## config.mk

```make
export PLATFORM = sky130hd
export DESIGN_NAME = updown_counter_mod
export DESIGN_NICKNAME = d
export VERILOG_FILES = /design/src/rtl/cnt_pkg.sv /design/src/rtl/tick_gen.sv /design/src/rtl/updown_counter_mod.sv
export SDC_FILE = /design/constraint.sdc
export NUM_CORES = 1
export LEC_CHECK = 0
export CAP_MARGIN = 30
export CORE_MARGIN = 2
export CORE_UTILIZATION = 56
export DETAILED_ROUTE_END_ITERATION = 12
export DONT_BUFFER_PORTS = 1
export GPL_TIMING_DRIVEN = 0
export MAX_ROUTING_LAYER = met4
export PLACE_DENSITY = 0.8
export SLEW_MARGIN = 30
export SYNTH_ARGS = -nofsm -noshare
export SYNTH_HDL_FRONTEND = slang
export SYNTH_HIERARCHICAL = 1
export SYNTH_SLANG_ARGS = --single-unit
```

## constraint.sdc

```tcl
create_clock -name clk_i -period 5.7 [get_ports clk_i]
set_clock_uncertainty 0.1 [all_clocks]
set_input_delay 0.285 -clock clk_i [delete_from_list [all_inputs] [get_ports clk_i]]
set_output_delay 0.285 -clock clk_i [all_outputs]
set_load 0.1 [all_outputs]
```

## src/rtl/cnt_pkg.sv

```systemverilog
// ============================================================================
//  Module      : cnt_pkg
//  Description : Shared types and elaboration helpers for the up/down counter
//                slice (tick conversion, counter-width helper, direction type).
//  Revision    : 1.0 - initial release
// ============================================================================
`default_nettype none

package cnt_pkg;

  // Count direction as seen by the counter datapath
  typedef enum logic {
    DIR_DOWN = 1'b0,
    DIR_UP   = 1'b1
  } dir_e;

  // Number of clock cycles in a period of 'ms' milliseconds
  function automatic int ms_to_ticks(input int f_hz, input int ms);
    return (f_hz / 1000) * ms;
  endfunction

  // Bits needed to hold 0..n-1, never less than one
  function automatic int clog2_min1(input int n);
    return (n <= 2) ? 1 : $clog2(n);
  endfunction

endpackage

`default_nettype wire

```

## src/rtl/tick_gen.sv

```systemverilog
// ============================================================================
//  Module      : tick_gen
//  Description : Free-running prescaler producing a one-cycle count tick per
//                period and a 50% heartbeat LED (high in the first half).
//  Revision    : 1.0 - initial release
// ============================================================================
`default_nettype none

module tick_gen
  import cnt_pkg::*;
#(
  parameter int F_CLK_HZ = 25_000_000,
  parameter int TICK_MS  = 1000
) (
  input  logic clk_i,
  input  logic reset_i,
  output logic tick_o,
  output logic led_o
);

  localparam int TICK_TKS = ms_to_ticks(F_CLK_HZ, TICK_MS);

  generate
    if (TICK_TKS <= 1) begin : g_no_prescale
      // A period of one cycle (or less) means every cycle is a tick
      assign tick_o = 1'b1;
      assign led_o  = 1'b1;
    end else begin : g_prescale
      localparam int            PW        = clog2_min1(TICK_TKS);
      localparam logic [PW-1:0] PCNT_LAST = PW'(TICK_TKS - 1);
      localparam logic [PW-1:0] PCNT_HALF = PW'(TICK_TKS / 2);

      logic [PW-1:0] pcnt_q;
      logic [PW-1:0] pcnt_d;

      // Next prescaler value: count up, return to zero after the last cycle
      always_comb begin
        pcnt_d = pcnt_q + PW'(1);
        if (pcnt_q == PCNT_LAST) begin
          pcnt_d = '0;
        end
      end

      // Prescaler register, cleared immediately by reset
      always_ff @(posedge clk_i or posedge reset_i) begin
        if (reset_i) begin
          pcnt_q <= '0;
        end else begin
          pcnt_q <= pcnt_d;
        end
      end

      assign tick_o = (pcnt_q == PCNT_LAST);
      assign led_o  = (pcnt_q < PCNT_HALF);
    end
  endgenerate

endmodule

`default_nettype wire

```

## src/rtl/updown_counter_mod.sv

```systemverilog
// ============================================================================
//  Module      : updown_counter_mod
//  Description : Modulo-N up/down counter with wrap or saturate ends, preset
//                load, pause with single-step, internal tick prescaler,
//                input synchronisers and cascade outputs (wrap pulse, tc).
//  Revision    : 1.0 - initial release
// ============================================================================
`default_nettype none

module updown_counter_mod
  import cnt_pkg::*;
#(
  parameter int F_CLK_HZ    = 25_000_000,
  parameter int TICK_MS     = 1000,
  parameter int WIDTH       = 6,
  parameter int MODULUS     = 64,
  parameter int SATURATE    = 0,
  parameter int SYNC_STAGES = 2
) (
  input  logic             clk_i,
  input  logic             reset_i,
  input  logic             pause_i,
  input  logic             up_i,
  input  logic             load_i,
  input  logic             step_i,
  input  logic [WIDTH-1:0] preset_i,
  output logic             led_o,
  output logic [WIDTH-1:0] q_o,
  output logic             wrap_o,
  output logic             tc_o
);

  // Reject parameter sets the datapath cannot represent
  generate
    if ((MODULUS < 2) || (MODULUS > (2 ** WIDTH))) begin : g_bad_modulus
      $error("updown_counter_mod: MODULUS must lie in 2..2**WIDTH");
    end
    if (SYNC_STAGES < 2) begin : g_bad_sync
      $error("updown_counter_mod: SYNC_STAGES must be at least 2");
    end
  endgenerate

  // Comparisons use one extra bit so MODULUS == 2**WIDTH stays representable
  localparam logic [WIDTH:0]   MOD_N    = (WIDTH + 1)'(MODULUS);
  localparam logic [WIDTH:0]   MOD_LAST = (WIDTH + 1)'(MODULUS - 1);
  localparam logic [WIDTH-1:0] Q_LAST   = WIDTH'(MODULUS - 1);
  localparam int               N_SYNC   = 4;

  logic              w_tick;
  logic [N_SYNC-1:0] w_async;
  logic [N_SYNC-1:0] w_sync;
  logic              w_pause_s;
  logic              w_up_s;
  logic              w_load_s;
  logic              w_step_s;
  logic              w_step_rise;
  logic              w_adv;
  dir_e              w_dir;
  logic [WIDTH:0]    w_q_ext;
  logic [WIDTH:0]    w_preset_ext;

  logic              step_d_q;
  logic [WIDTH-1:0]  q_q;
  logic [WIDTH-1:0]  q_d;
  logic              wrap_q;
  logic              wrap_d;

  tick_gen #(
    .F_CLK_HZ (F_CLK_HZ),
    .TICK_MS  (TICK_MS)
  ) u_tick_gen (
    .clk_i   (clk_i),
    .reset_i (reset_i),
    .tick_o  (w_tick),
    .led_o   (led_o)
  );

  assign w_async = {step_i, load_i, up_i, pause_i};

  generate
    for (genvar gi = 0; gi < N_SYNC; gi++) begin : g_sync
      logic [SYNC_STAGES-1:0] chain_q;

      // Shift the asynchronous pin through the synchroniser chain
      always_ff @(posedge clk_i or posedge reset_i) begin
        if (reset_i) begin
          chain_q <= '0;
        end else begin
          chain_q <= {chain_q[SYNC_STAGES-2:0], w_async[gi]};
        end
      end

      assign w_sync[gi] = chain_q[SYNC_STAGES-1];
    end
  endgenerate

  assign w_pause_s    = w_sync[0];
  assign w_up_s       = w_sync[1];
  assign w_load_s     = w_sync[2];
  assign w_step_s     = w_sync[3];
  assign w_step_rise  = w_step_s & ~step_d_q;

  // Ticks count only while running; step edges count only while paused
  assign w_adv        = (w_tick & ~w_pause_s) | (w_step_rise & w_pause_s);
  assign w_dir        = w_up_s ? DIR_UP : DIR_DOWN;
  assign w_q_ext      = {1'b0, q_q};
  assign w_preset_ext = {1'b0, preset_i};

  // Next count: load beats advance; ends either wrap (with pulse) or hold
  always_comb begin
    q_d    = q_q;
    wrap_d = 1'b0;
    if (w_load_s) begin
      q_d = (w_preset_ext < MOD_N) ? preset_i : Q_LAST;
    end else if (w_adv) begin
      if (w_dir == DIR_UP) begin
        if (w_q_ext < MOD_LAST) begin
          q_d = q_q + WIDTH'(1);
        end else if (SATURATE == 0) begin
          q_d    = '0;
          wrap_d = 1'b1;
        end
      end else begin
        if (w_q_ext > '0) begin
          q_d = q_q - WIDTH'(1);
        end else if (SATURATE == 0) begin
          q_d    = Q_LAST;
          wrap_d = 1'b1;
        end
      end
    end
  end

  // Count, wrap pulse and step edge-detect history registers
  always_ff @(posedge clk_i or posedge reset_i) begin
    if (reset_i) begin
      q_q      <= '0;
      wrap_q   <= 1'b0;
      step_d_q <= 1'b0;
    end else begin
      q_q      <= q_d;
      wrap_q   <= wrap_d;
      step_d_q <= w_step_s;
    end
  end

  assign q_o    = q_q;
  assign wrap_o = wrap_q;
  assign tc_o   = (w_up_s && (q_q == Q_LAST)) || (!w_up_s && (q_q == '0));

endmodule

`default_nettype wire

```

# Word-level counts from Yosys, hierarchy flattened
# Index checks and enable logic that the tools add are counted.
dict set report word_totals {
  reg_bits 41
  input_bits 12
  output_inout_bits 9
  word_cells 42
}
dict set report op_classes {
  n_addsub 3
  magnitude_cmp 4
  eq_ne 2
  mux 13
  n_bitwise 6
  reduce_logical 6
}
# cell n
set ops {}
lappend ops {{2-to-1 mux 6 bit} 6}
lappend ops {{adder 25 x 1 -> 25 bit (second input constant)} 1}
lappend ops {{equality test 25 bit (second input constant)} 1}
lappend ops {{< comparator 25 x 24 -> 1 bit (second input constant)} 1}
lappend ops {{2-to-1 mux 25 bit} 1}
lappend ops {{< comparator 6 x 7 -> 1 bit (second input constant)} 1}
lappend ops {{adder 6 x 1 -> 6 bit (second input constant)} 1}
lappend ops {{equality test 6 bit (second input constant)} 1}
lappend ops {{greater-than comparator 6 x 1 -> 1 bit (second input constant)} 1}
lappend ops {{logical NOT 6 bit} 1}
lappend ops {{< comparator 6 bit (second input constant)} 1}
lappend ops {{2-to-1 mux 1 bit} 6}
lappend ops {{subtractor 6 x 1 -> 6 bit (second input constant)} 1}
lappend ops {{AND 1 bit} 3}
lappend ops {{logical AND 1 bit} 2}
lappend ops {{inverter 1 bit} 2}
lappend ops {{nonzero test 2 bit} 1}
lappend ops {{logical NOT 1 bit} 1}
lappend ops {{logical OR 1 bit} 1}
lappend ops {{bitwise OR 1 bit} 1}

# Depth between registers and ports, before layout
dict set report logic_depth {
  depth_word 6
  depth_mapped 9
  ltp_nobuf 7
}

# Hierarchy
# The synthesis kept the hierarchy.
# mod n_inst cells_per_inst area_per_inst_um2 seq_area_each_um2
set modules_own_cells {}
lappend modules_own_cells {tick_gen 1 130 1335.0 625.6}
lappend modules_own_cells {updown_counter_mod 1 88 894.6 400.4}

# Least setup slack after synthesis
# Ideal clock, no wire load.
dict set report synth_path {
  path_kind {reg2reg}
  startpoint {register q_q[1], in the netlist q_o[1]}
  endpoint {register wrap_q, in the netlist wrap_o}
  setup_time_ns 0.079
  arrival_ns 3.803
  required_ns 5.521
  slack_ns 1.717
  stages_incl_launch_ff 6
  n_path_buf 0
  synth_period_minus_slack_ns 3.983
  path_cell_list {dfrtp_1 > inv_1 > ha_1 > nand3b_1 > o21ai_0 > and2_1}
}
dict set report synth_between {
  elab_chain_cells 5
  word_cells_on_any_way 7
  classes_between {2 x order compare; 5 x mux}
}
# element line_no
set synth_rtl {}
lappend synth_rtl {{start, declared} updown_counter_mod.sv:63} ;# logic [WIDTH-1:0] q_q;
lappend synth_rtl {{start signal, assigned} updown_counter_mod.sv:141} ;# q_q <= q_d;
lappend synth_rtl {{greater-than comparator 6 x 1 -> 1 bit / < comparator 6 bit (equally long branches)} {updown_counter_mod.sv:124, updown_counter_mod.sv:117}}
lappend synth_rtl {{2-to-1 mux 1 bit (on tied branches)} {updown_counter_mod.sv:124, updown_counter_mod.sv:117}}
lappend synth_rtl {{2-to-1 mux 1 bit (*)} updown_counter_mod.sv:116} ;# if (w_dir == DIR_UP) begin
lappend synth_rtl {{2-to-1 mux 1 bit (*)} updown_counter_mod.sv:115} ;# end else if (w_adv) begin
lappend synth_rtl {{2-to-1 mux 1 bit (*)} updown_counter_mod.sv:113} ;# if (w_load_s) begin
lappend synth_rtl {{via wrap_d} updown_counter_mod.sv:66} ;# logic wrap_d;
lappend synth_rtl {{end signal, assigned} updown_counter_mod.sv:142} ;# wrap_q <= wrap_d;
lappend synth_rtl {{end, declared} updown_counter_mod.sv:65} ;# logic wrap_q;
# The timed path passes the listed nets; every way through them passes the cells marked *.
# A chain may end at the register's enable or synchronous reset.

# Worst setup path in the final report
dict set report layout_path {
  startpoint {register q_q[1], in the netlist q_o[1]}
  endpoint {output tc_o}
}
dict set report layout_between {
  elab_chain_cells 3
  word_cells_on_any_way 5
  classes_between {1 x eq/ne; 4 x reduce/logical}
}
# element line_no
set layout_rtl {}
lappend layout_rtl {{equality test 6 bit / logical NOT 6 bit (equally long branches)} updown_counter_mod.sv:149} ;# assign tc_o = (w_up_s && (q_q == Q_LAST)) || (!w_up_s && (q_q == '0));
lappend layout_rtl {{logical AND 1 bit} updown_counter_mod.sv:149}
lappend layout_rtl {{logical OR 1 bit (*)} updown_counter_mod.sv:149}
lappend layout_rtl {{end, declared} updown_counter_mod.sv:30} ;# output logic tc_o
# Mark *: on every way between the ends. The rest lies on a longest branch, timed or not.

==> impl_results.md <==
- CTS buffer count: 5
- CP Launch Type: flip-flop
- DRC: 0
- Max-slew violation count: 0
- Post-synthesis mux area share: 0.954%
- Hold endpoint: q_o[1]$_DFFE_PP0P_
- Setup slack, reg-to-reg: roughly 3 ns
- Sequential cell area fraction in the yosys report: 46.0%
- Critical Path AT: 2.38 ns
- Least-Margin Pin Slew: 1.02 ns
- Crit. End Element: output port
- Outcome: complete, no violations
- CTS tree: yes
- Worst-skew pair later-pin latency: 0.31 ns
- Reg2reg end: q_o[0]$_DFFE_PP0P_
- Synth top cells by count: dfrtp_1 (41), nor2_1 (14)
- PwrDens: 243 nW/um2
- Total wire length: 4520 um
- Clock Sink Count: 41
- Chip width: 67.1 um
- Net Count, Synth: 234
- Final Cycle Share: 48.5%
- Yosys reg bits: 41
- DR vias: 1743
- Reg-to-Reg Start: u_tick_gen/g_prescale.pcnt_q[15]$_DFF_PP0_
- Die height: 67.1 um
- Fillers: roughly 300
- RSZ-0062 raised after global routing: false
- CP Data Required Time: 5.32 ns
- Ports: 21
- Die Area: 4500 um2
- Top FF cell, synth: dfrtp_1
- Largest family of logic cells by synthesized area: simple AND/OR/NAND/NOR gates
- Gr usage total: a little under a quarter
- Lkg Pwr: about 1.1 nW
- Critical path class: flip-flop to output port
- Synth warnings: 6
- Setup_tns: 0 ns
- Clk slew on worst S/H paths: approximately 0.1 ns
- Synth area leader: dfrtp_1
- Number of library cell types mapped by synthesis: 50
- R2R cell count: 8
- Core area: 3740 um2
- Ys async rst share: 100%
- Worst hold path class: input pin to flip-flop
- Clk buf depth: 2
- Hold Crit Start: preset_i[1]
- DRC marker count from the first detailed-route iteration: 227
- Layout Nets: 250
- Mapped cell area: approximately 2200 um2
- Post-Synth XOR/XNOR Area: 5.89%
- Post-CTS Setup Bufs: 0
- Vias in the first global route: roughly 1600
- Drt pass-1 iters: 5
- Starting Density: 59.6%
- Post-Synthesis Cells: 218
- Total grt overflow: 0
- Post-synth EDFFs: 0
- Vias per inst: 6.16
- Most numerous cell in the Yosys netlist: dfrtp_1
- Post-Layout Inst Area: 2520 um2
- Critical Path Fanout Max: 6
- Maximum VDD drop: between 0.15 and 0.2 mV
- Fmax: 0.361 GHz
- Top post-synthesis cells by area: dfrtp_1 (46%), nand4_1 (3.4%), xnor2_1 (3.1%)
- Min-Delay Path Depth: 1
- Layout cells sized above 1: approximately 15%
- Max-cap violations: 0
- DP Cell Count: 267
- Largest net degree at the start of global routing: 26
- Row cnt: 22
- # H-tree levels: 2
- Avg WL per Cell: roughly 16 um
- CTS root buffer: clkbuf_8
- Gpl congestion: 0.934
- Layout Cells excl Fill: 283
- First-pass GRT wire length: ~7500 um
- Worst rel slew slack: 31.7%
- Post-Synth Adder-Cell Area: 2.24%
- Syn avg cell area: 10.2 um2
- Post-route ant nets: 0
- Port-buffer cells: 0
- Hpwl dp: approximately 3200 um
- Ant. Diodes: 0
- Initial antenna violation count: 0
- Post_cts resized: 0
- Synth Area in Simple Gates: 26.6%
- Count of final setup violators: 0
- Yosys top cell area share: a little under half
- Complex-gate fraction of the synthesized area: 13.9%
- Area grow syn2layout: 13.1%
- DP Area: between 2000 and 2500 um2
- Final hold vios: 0
- Min Tclk post-route: 2.77 ns
==> placed cells by master (no fill, tap or decap), drive strengths merged <==
cell / n
a211o: 2
a211oi: 1
a21boi: 1
a21oi: 12
a311o: 1
a31oi: 5
and2: 9
and3: 2
and4: 6
and4bb: 1
buf: 9
clkbuf: 6
dfrtp: 41
dlygate4sd3: 8
ha: 4
inv: 8
mux2: 1
mux2i: 1
nand2: 13
nand2b: 4
nand3: 9
nand3b: 2
nand4: 13
nand4b: 3
nor2: 14
nor2b: 3
nor3: 5
nor4: 4
o211ai: 1
o21a: 3
o21ai: 12
o22ai: 1
o31ai: 7
o41ai: 2
or3: 3
or4: 3
xnor2: 8
xor2: 7
==> layer usage <==
metal | GRT usage (%) | up-vias | wire length [um]
li1 | - | 839 | -
met5 | - | - | 0
met4 | 8.42 | 0 | 63
met1 | 33.2 | 844 | 2200
met3 | 4.73 | 7 | 220
met2 | 33.0 | 53 | 2030
==> per-stage QoR <==
| stage | hold WS (ns) | worst slack (ns) | power (mW) | utilization, % |
|---|---|---|---|---|
| 6_report | 0.0158 | 2.93 | 0.613 | 67.4 |
| 3_5_place_dp | 0.181 | 3.03 | 0.402 | 62.6 |
| 2_1_floorplan | 0.0987 | 1.72 | 0.390 | - |
| 5_1_grt | 0.0169 | 2.81 | 0.639 | 67.4 |
| 3_3_place_gp | 0.169 | 1.52 | 0.399 | 61.2 |
| 4_1_cts | 0.00161 | 2.94 | 0.619 | 67.1 |
==> worst max-delay path, cell delays in order (launching register included) <==
cell	delay, ns
dfrtp_1	1.03
inv_1	0.30
ha_1	0.31
nand3b_1	0.15
o21ai_4	0.09
buf_16	0.18
==> power breakdown <==
group          internal, mW  switching (mW)  total [mW]
clock network        0.0924           0.120       0.212
registers             0.298          0.0437       0.341
logic                0.0261          0.0334      0.0596
==> how the worst max path moves through the flow <==
stage                               endpoint  depth (start not counted)                                       start  slack [ns]
after global placement      wrap_o$_DFF_PP0_                          5                          q_o[1]$_DFFE_PP0P_        1.52
after floorplan             wrap_o$_DFF_PP0_                          5                          q_o[1]$_DFFE_PP0P_        1.72
after CTS                               tc_o                          5                          q_o[1]$_DFFE_PP0P_        2.94
after global routing      q_o[0]$_DFFE_PP0P_                          8  u_tick_gen/g_prescale.pcnt_q[15]$_DFF_PP0_        2.81
final                                   tc_o                          5                          q_o[1]$_DFFE_PP0P_        2.93
after detailed placement  q_o[0]$_DFFE_PP0P_                          8  u_tick_gen/g_prescale.pcnt_q[15]$_DFF_PP0_        3.03
==> cell families after synthesis <==
| family | after synthesis |
|---|---|
| mux | 2 |
| fa+ha+maj | 4 |
| xor+xnor | 15 |
| compound gates | 48 |
| simple gates | 94 |
| flops | 41 |
| buf+inv | 14 |
==> flip-flops by register name, summed over array words and instances, names as in the netlist <==
signal	flops
g_sync.chain_q	8
u_tick_gen/g_prescale.pcnt_q	25
q_o	6
wrap_o	1
step_d_q	1
==> layout make-up <==
class / count / area, um2 / area share, %
Multi-Input combinational cell: 163 / 1130 / 44.8
Clock buffer: 5 / 68.8 / 2.73
Clock inverter: 3 / 28.8 / 1.14
Sequential cell: 41 / 1030 / 40.8
Tap cell: 48 / 60.1 / 2.38
Timing Repair Buffer: 9 / 108 / 4.27
Inverter: 5 / 18.8 / 0.744
Buffer: 9 / 80.1 / 3.17
==> timing repair <==
action | 4_1_cts | 5_1_grt
hold buffers | 7 | 1
endpoints found under the setup margin | 0 | 0
endpoints found under the hold margin | 22 | 25
Note: power is estimated with default switching activity, not from simulation.
